## config.mk

```make
export PLATFORM = sky130hd
export DESIGN_NAME = calc1_port_sequencer
export DESIGN_NICKNAME = d
export VERILOG_FILES = /design/src/rtl/calc1_pkg.sv /design/src/rtl/calc1_req_fifo.sv /design/src/rtl/calc1_port_sequencer.sv
export SDC_FILE = /design/constraint.sdc
export NUM_CORES = 1
export LEC_CHECK = 0
export ABC_AREA = 1
export CAP_MARGIN = 20
export CORE_MARGIN = 2
export CORE_UTILIZATION = 40
export CTS_CLUSTER_SIZE = 10
export DETAILED_ROUTE_END_ITERATION = 6
export GPL_TIMING_DRIVEN = 0
export HOLD_SLACK_MARGIN = 0.06
export RECOVER_POWER = 100
export SLEW_MARGIN = 20
export SYNTH_ARGS = -nofsm -noshare
export SYNTH_HDL_FRONTEND = slang
export SYNTH_SLANG_ARGS = --single-unit
```

## constraint.sdc

```tcl
create_clock -name c_clk -period 5.3 [get_ports c_clk]
set_clock_uncertainty 0.05 [all_clocks]
set_input_delay 1.325 -clock c_clk [delete_from_list [all_inputs] [get_ports c_clk]]
set_output_delay 1.325 -clock c_clk [all_outputs]
set_load 0.02 [all_outputs]
```

## src/rtl/calc1_pkg.sv

```systemverilog
// Shared command/response codes and sequencer state encoding for the calc1 port driver.
package calc1_pkg;

  localparam logic [3:0] CMD_NOP = 4'd0;
  localparam logic [3:0] CMD_ADD = 4'd1;
  localparam logic [3:0] CMD_SUB = 4'd2;
  localparam logic [3:0] CMD_LSH = 4'd5;
  localparam logic [3:0] CMD_RSH = 4'd6;

  localparam logic [1:0] RESP_NONE = 2'd0;
  localparam logic [1:0] RESP_OK   = 2'd1;
  localparam logic [1:0] RESP_ERR  = 2'd2;

  typedef enum logic [2:0] {
    ST_IDLE,
    ST_SEND_OP1,
    ST_SEND_OP2,
    ST_WAIT_RSP,
    ST_RESPOND
  } seq_state_e;

endpackage

```

## src/rtl/calc1_req_fifo.sv

```systemverilog
// Request queue for the port sequencer; head entry is read straight from storage so a pop
// can be acted on in the same cycle.
module calc1_req_fifo #(
  parameter int unsigned WIDTH = 68,
  parameter int unsigned DEPTH = 4
) (
  input  logic             clk,
  input  logic             reset,
  input  logic             push,
  input  logic             pop,
  input  logic [WIDTH-1:0] wr_data,
  output logic [WIDTH-1:0] rd_data,
  output logic             full,
  output logic             empty
);

  localparam int unsigned AW = $clog2(DEPTH);

  logic [WIDTH-1:0] mem [DEPTH];
  logic [AW:0]      wr_ptr;
  logic [AW:0]      rd_ptr;

  always_ff @(posedge clk) begin
    if (reset) begin
      wr_ptr <= '0;
      rd_ptr <= '0;
    end else begin
      if (push && !full) begin
        mem[wr_ptr[AW-1:0]] <= wr_data;
        wr_ptr              <= wr_ptr + (AW+1)'(1);
      end
      if (pop && !empty) begin
        rd_ptr <= rd_ptr + (AW+1)'(1);
      end
    end
  end

  // Extra pointer MSB distinguishes full from empty when the index bits match.
  assign empty   = (wr_ptr == rd_ptr);
  assign full    = (wr_ptr[AW] != rd_ptr[AW]) && (wr_ptr[AW-1:0] == rd_ptr[AW-1:0]);
  assign rd_data = mem[rd_ptr[AW-1:0]];

endmodule

```

## src/rtl/calc1_port_sequencer.sv

```systemverilog
// Drives queued (cmd, op1, op2) transactions onto one calc1 port using the two-cycle
// request protocol, then captures the port response (or a timeout) and pulses it upstream.
module calc1_port_sequencer
  import calc1_pkg::*;
#(
  parameter int unsigned DATA_W     = 32,
  parameter int unsigned FIFO_DEPTH = 4,
  parameter int unsigned TIMEOUT    = 64
) (
  input  logic              c_clk,
  input  logic              reset,
  input  logic              req_valid,
  output logic              req_ready,
  input  logic [0:3]        req_cmd,
  input  logic [0:DATA_W-1] req_op1,
  input  logic [0:DATA_W-1] req_op2,
  output logic [0:3]        req_cmd_out,
  output logic [0:DATA_W-1] req_data_out,
  input  logic [0:1]        out_resp_in,
  input  logic [0:DATA_W-1] out_data_in,
  output logic              rsp_valid,
  output logic [0:1]        rsp_status,
  output logic [0:DATA_W-1] rsp_data,
  output logic              rsp_timeout,
  output logic              stray_resp,
  output logic              busy
);

  localparam int unsigned FW = 4 + 2*DATA_W;
  localparam int unsigned TW = $clog2(TIMEOUT);

  seq_state_e        state_q, state_d;
  logic [3:0]        cmd_q, cmd_d;
  logic [DATA_W-1:0] data_q, data_d;
  logic [DATA_W-1:0] op2_q, op2_d;
  logic [TW-1:0]     timer_q, timer_d;
  logic [1:0]        status_q, status_d;
  logic [DATA_W-1:0] rdata_q, rdata_d;
  logic              tmo_q, tmo_d;
  logic              stray_q, stray_d;

  logic              fifo_pop;
  logic              fifo_full;
  logic              fifo_empty;
  logic [FW-1:0]     fifo_rd;
  logic [3:0]        head_cmd;
  logic [DATA_W-1:0] head_op1;
  logic [DATA_W-1:0] head_op2;
  logic              resp_seen;

  calc1_req_fifo #(
    .WIDTH (FW),
    .DEPTH (FIFO_DEPTH)
  ) u_fifo (
    .clk     (c_clk),
    .reset   (reset),
    .push    (req_valid && req_ready),
    .pop     (fifo_pop),
    .wr_data ({req_cmd, req_op1, req_op2}),
    .rd_data (fifo_rd),
    .full    (fifo_full),
    .empty   (fifo_empty)
  );

  assign head_cmd  = fifo_rd[FW-1 -: 4];
  assign head_op1  = fifo_rd[2*DATA_W-1 -: DATA_W];
  assign head_op2  = fifo_rd[DATA_W-1:0];
  assign resp_seen = (out_resp_in != RESP_NONE);

  always_comb begin
    state_d  = state_q;
    cmd_d    = cmd_q;
    data_d   = data_q;
    op2_d    = op2_q;
    timer_d  = timer_q;
    status_d = status_q;
    rdata_d  = rdata_q;
    tmo_d    = tmo_q;
    stray_d  = stray_q;
    fifo_pop = 1'b0;

    unique case (state_q)
      ST_IDLE: begin
        if (!fifo_empty) begin
          fifo_pop = 1'b1;
          if (head_cmd != CMD_NOP) begin
            cmd_d   = head_cmd;
            data_d  = head_op1;
            op2_d   = head_op2;
            state_d = ST_SEND_OP1;
          end
        end
      end
      ST_SEND_OP1: begin
        cmd_d   = CMD_NOP;
        data_d  = op2_q;
        state_d = ST_SEND_OP2;
      end
      ST_SEND_OP2: begin
        cmd_d   = CMD_NOP;
        data_d  = '0;
        timer_d = '0;
        if (resp_seen) begin
          status_d = out_resp_in;
          rdata_d  = out_data_in;
          tmo_d    = 1'b0;
          state_d  = ST_RESPOND;
        end else begin
          state_d  = ST_WAIT_RSP;
        end
      end
      ST_WAIT_RSP: begin
        timer_d = timer_q + TW'(1);
        // A real response in the final timer cycle takes priority over the timeout.
        if (resp_seen) begin
          status_d = out_resp_in;
          rdata_d  = out_data_in;
          tmo_d    = 1'b0;
          state_d  = ST_RESPOND;
        end else if (timer_q == TW'(TIMEOUT-1)) begin
          status_d = RESP_NONE;
          rdata_d  = '0;
          tmo_d    = 1'b1;
          state_d  = ST_RESPOND;
        end
      end
      ST_RESPOND: begin
        state_d = ST_IDLE;
      end
      default: begin
        state_d = ST_IDLE;
      end
    endcase

    if (resp_seen && (state_q == ST_IDLE || state_q == ST_SEND_OP1)) begin
      stray_d = 1'b1;
    end
  end

  always_ff @(posedge c_clk) begin
    if (reset) begin
      state_q  <= ST_IDLE;
      cmd_q    <= CMD_NOP;
      data_q   <= '0;
      op2_q    <= '0;
      timer_q  <= '0;
      status_q <= RESP_NONE;
      rdata_q  <= '0;
      tmo_q    <= 1'b0;
      stray_q  <= 1'b0;
    end else begin
      state_q  <= state_d;
      cmd_q    <= cmd_d;
      data_q   <= data_d;
      op2_q    <= op2_d;
      timer_q  <= timer_d;
      status_q <= status_d;
      rdata_q  <= rdata_d;
      tmo_q    <= tmo_d;
      stray_q  <= stray_d;
    end
  end

  assign req_ready    = !fifo_full;
  assign req_cmd_out  = cmd_q;
  assign req_data_out = data_q;
  assign rsp_valid    = (state_q == ST_RESPOND);
  assign rsp_status   = status_q;
  assign rsp_data     = rdata_q;
  assign rsp_timeout  = tmo_q;
  assign stray_resp   = stray_q;
  assign busy         = (state_q != ST_IDLE) || !fifo_empty;

endmodule

```

==> metrics list <==
* Share of the cycle needed by the critical path after routing: 78.40%
* Antenna violations before repair: 2
- Top Ports: 180
- For this run the aggregate overflow at the end of global routing stands at 0.
* Clock share of power: 28.4%
- Of all cell types, the one taking the most synthesized area is sky130_fd_sc_hd__edfxtp_1.
- Routed WL: 40620 µm
- In this run the tool buffered the top-level ports with 179 buffer cells.
- Slew of the pin with the lowest slew margin: 1740 ps
* First-iteration detailed-routing DRC count: ~960
- After detailed routing, the number of vias per cell comes to 5.003.
* NetSw: 0.003534 W
- WL/cell: 18.09 µm
* Warnings, synthesis: 0
- RePlAce Congestion: 0.8043
- Area share of the leading cell type in the synthesized netlist: between 50% and 60%
- Sw Share: between 30% and 40%
* CTS Buf Count: 46
- The internal power of the cells totals 0.006376 W.
- Met2 layer usage reported by global route: between 30% and 40%
- Remaining antenna violation count after routing: 0
- Dpl cells: 2162
- Core footprint: 37840 µm²
- Final critical-path required period: between 4000 and 5000 ps
* Maximum root-to-sink buffer count: 3
* WP data arrival: 4270 ps
* Most utilized layer in the global route result: met2
- Crit-path max FO: 20
- The critical path is of the input pin to flip-flop type.
- Endpoint type of the worst setup path: flip-flop
* Met3 track demand over resource: 3.677%
* Crit path launch type: input pin
* Number of standard-cell rows in the floorplan: 71
- Net count after synthesis: between 1500 and 2000
* Req. time, crit path: 5410 ps
* Gate power share: 34.1%
* Setup bufs post-CTS: 0
- Cts repair resizes: 0
- Via count: 11230
* Number of flip-flops and latches in the synthesized netlist: 393
- After clock tree synthesis, the clock-pin slew on the worst setup and hold paths is approximately 50 ps.
- Syn Inst Count: between 1000 and 1500
- Final standard cell count with taps included and fillers excluded: 2245
- For this run, the total global-route usage over all layers was measured as approximately a fifth.
* Met1 routing resource usage after global routing: 27.28%
- Nets@finish: 1810
* Number of H-tree branching levels: 2
- The die covers 40160 µm².
- Synth cell count leaders: sky130_fd_sc_hd__nand2_1, sky130_fd_sc_hd__edfxtp_1, sky130_fd_sc_hd__nand3_1
* Die height: ~200 µm
- Final routed DRC violation total: 0
* Top cells by area in the synthesized netlist: sky130_fd_sc_hd__edfxtp_1, sky130_fd_sc_hd__dfxtp_1, sky130_fd_sc_hd__nand2_1
- After synthesis, flip-flops and latches occupy 68.64% of the total area.
- Sink Count: 393
* Power share of the sequential group: 37.4%
- Measured against its own limit, the worst slew margin works out to -16.41%.
- Slew Viols, Final: 12
* Pin count of the biggest net entering global routing: 24
* Number of search-and-repair iterations in the first detailed-routing pass: 5
* Setup violation total in the final timing report: 0
- Dominant register cell in the synthesized netlist: sky130_fd_sc_hd__edfxtp_1
- Detailed placement ended at an HPWL of around 28000 µm.
- Among all cell types in the netlist, the one instantiated most often is sky130_fd_sc_hd__nand2_1.
- Across the VDD grid, the largest voltage drop is ~290 µV.
- The first global-routing pass estimated 62470 µm of wire.
* Design area: 19480 µm²
- The synthesized netlist contains 33 unique library cells.
* Root Buffer: sky130_fd_sc_hd__clkbuf_16
- Clock latency of the later-clocked register in the worst-skew pair: 550 ps
- In this run, synthesis inferred 272 flip-flops with an integrated enable.
- The run finished, with violations left.
* Fraction of final layout cells sized beyond drive strength 1: under 10%
- The final count of hold timing violations was 0.
- Fraction of registers with async set or reset after synthesis: 0%
- Number of buffers inserted by hold repair at cts: 0
- TritonCTS built the clock tree.
- Instance area at placement: 18190 µm²
- The layout has 3411 filler cells.
* Die width: 200.4 µm
* Highest Clock Rate: 0.2407 GHz
- The mapped netlist covers 15430 µm².
- Hold WC Path Type: flip-flop to flip-flop
- The via count of the first global-routing pass came to about 11000.
* PD cells: 508.8 nW/µm²
- Avg Synthesized Cell Area: 10.57 µm²
- Once the floorplan was initialized, standard cells occupied 40.77% of the core.
- Failing checks: max-capacitance violations, max-slew violations
- Static leakage: between 7 and 8 nW
- Number of maximum-capacitance violations: 2
- Setup repair after global routing left no endpoint under its margin.
- Signed area change from the synthesized netlist to the final layout: 26.24%
-- path summary, 6_finish.rpt --
path	start	endpoint	slack, ps	cells after the start
hold reg to reg	rsp_data[1]	rsp_data[1]	400	2
hold / removal	rsp_data[1]	rsp_data[1]	400	2
setup / recovery	reset	u_fifo.mem[1][20]	1140	6
setup reg to reg	u_fifo.wr_ptr[0]	u_fifo.mem[1][20]	1820	10
-- layer usage --
metal  vias to the layer above  wire [µm]  part of all wire, %
met2                       393      18620                   46
met4                         2       1192                  2.9
met3                        76       2715                  6.7
met1                      5278      18080                   45
li1                       5482          -                    -
met5                         -         11                0.027
-- power by group through the flow --
stage | combinational [W] | sequential, W | clock (W)
detailed placement | 0.00344 | 0.00378 | 0
floorplan | 0.00205 | 0.00391 | 0
global placement | 0.00338 | 0.00378 | 0
finish | 0.00338 | 0.00371 | 0.00282
global route | 0.00376 | 0.00374 | 0.00300
CTS | 0.00346 | 0.00371 | 0.00288
-- logic make-up after synthesis --
family	share of synthesized area [%]
fa+ha+maj	0.4866
xor+xnor	0.05678
compound gates	6.528
simple gates	19.98
flops	68.64
buf+inv	4.306
-- worst max-delay path: stages --
cell	delay, ps
sky130_fd_sc_hd__dlygate4sd3_1	560
sky130_fd_sc_hd__inv_1	320
sky130_fd_sc_hd__nand2_1	180
sky130_fd_sc_hd__nor2_1	960
sky130_fd_sc_hd__buf_12	270
sky130_fd_sc_hd__clkbuf_1	620
-- flip-flops by register name (all words and copies together), names as in the netlist, named ones only --
signal         flops
u_fifo.mem       272
op2_q             32
req_data_out      32
rsp_data          32
timer_q            6
req_cmd_out        4
state_q            3
u_fifo.rd_ptr      3
u_fifo.wr_ptr      3
rsp_status         2
rsp_timeout        1
stray_resp         1
-- cell usage in the layout (no fill, tap or decap), drive strengths merged --
| cell type | n |
|---|---|
| a211oi | 1 |
| a21oi | 76 |
| a221oi | 1 |
| a31oi | 2 |
| buf | 63 |
| clkbuf | 112 |
| clkdlybuf4s50 | 35 |
| clkinv | 3 |
| dfxtp | 121 |
| diode | 1 |
| dlygate4sd3 | 144 |
| edfxtp | 272 |
| ha | 6 |
| inv | 60 |
| nand2 | 376 |
| nand3 | 182 |
| nand4 | 2 |
| nor2 | 166 |
| nor3 | 1 |
| nor3b | 1 |
| o21ai | 75 |
| o21bai | 1 |
| o22ai | 32 |
| xnor2 | 1 |
-- metrics by stage --
step | setup slack, ps | util [%] | hold slack [ps] | total power, W | setup TNS (ps)
global placement | -2810 | 47.19 | 396.9 | 0.007168 | -744410
finish | 1145 | 51.47 | 404.9 | 0.009910 | 0
global route | 875.4 | 51.47 | 423.4 | 0.01050 | 0
CTS | 1670 | 51.61 | 409.9 | 0.01005 | 0
detailed placement | 1590 | 48.06 | 401.2 | 0.007215 | 0
floorplan | 310.0 | - | 389.2 | 0.005959 | 0
-- cell type report --
cell class                 instances  area, µm²  share of cell area (%)
antenna                            1      2.502                 0.01285
buffer                            85      444.2                   2.280
timing repair buffer             192       2066                   10.61
inverter                          58      220.2                   1.131
clock buffer                      77       1297                   6.662
sequential                       393      10590                   54.37
tap                              511      639.4                   3.283
multi-input combinational        923       4170                   21.41
clock inverter                     5      47.55                  0.2441
Note: power is estimated with default switching activity, not from simulation.
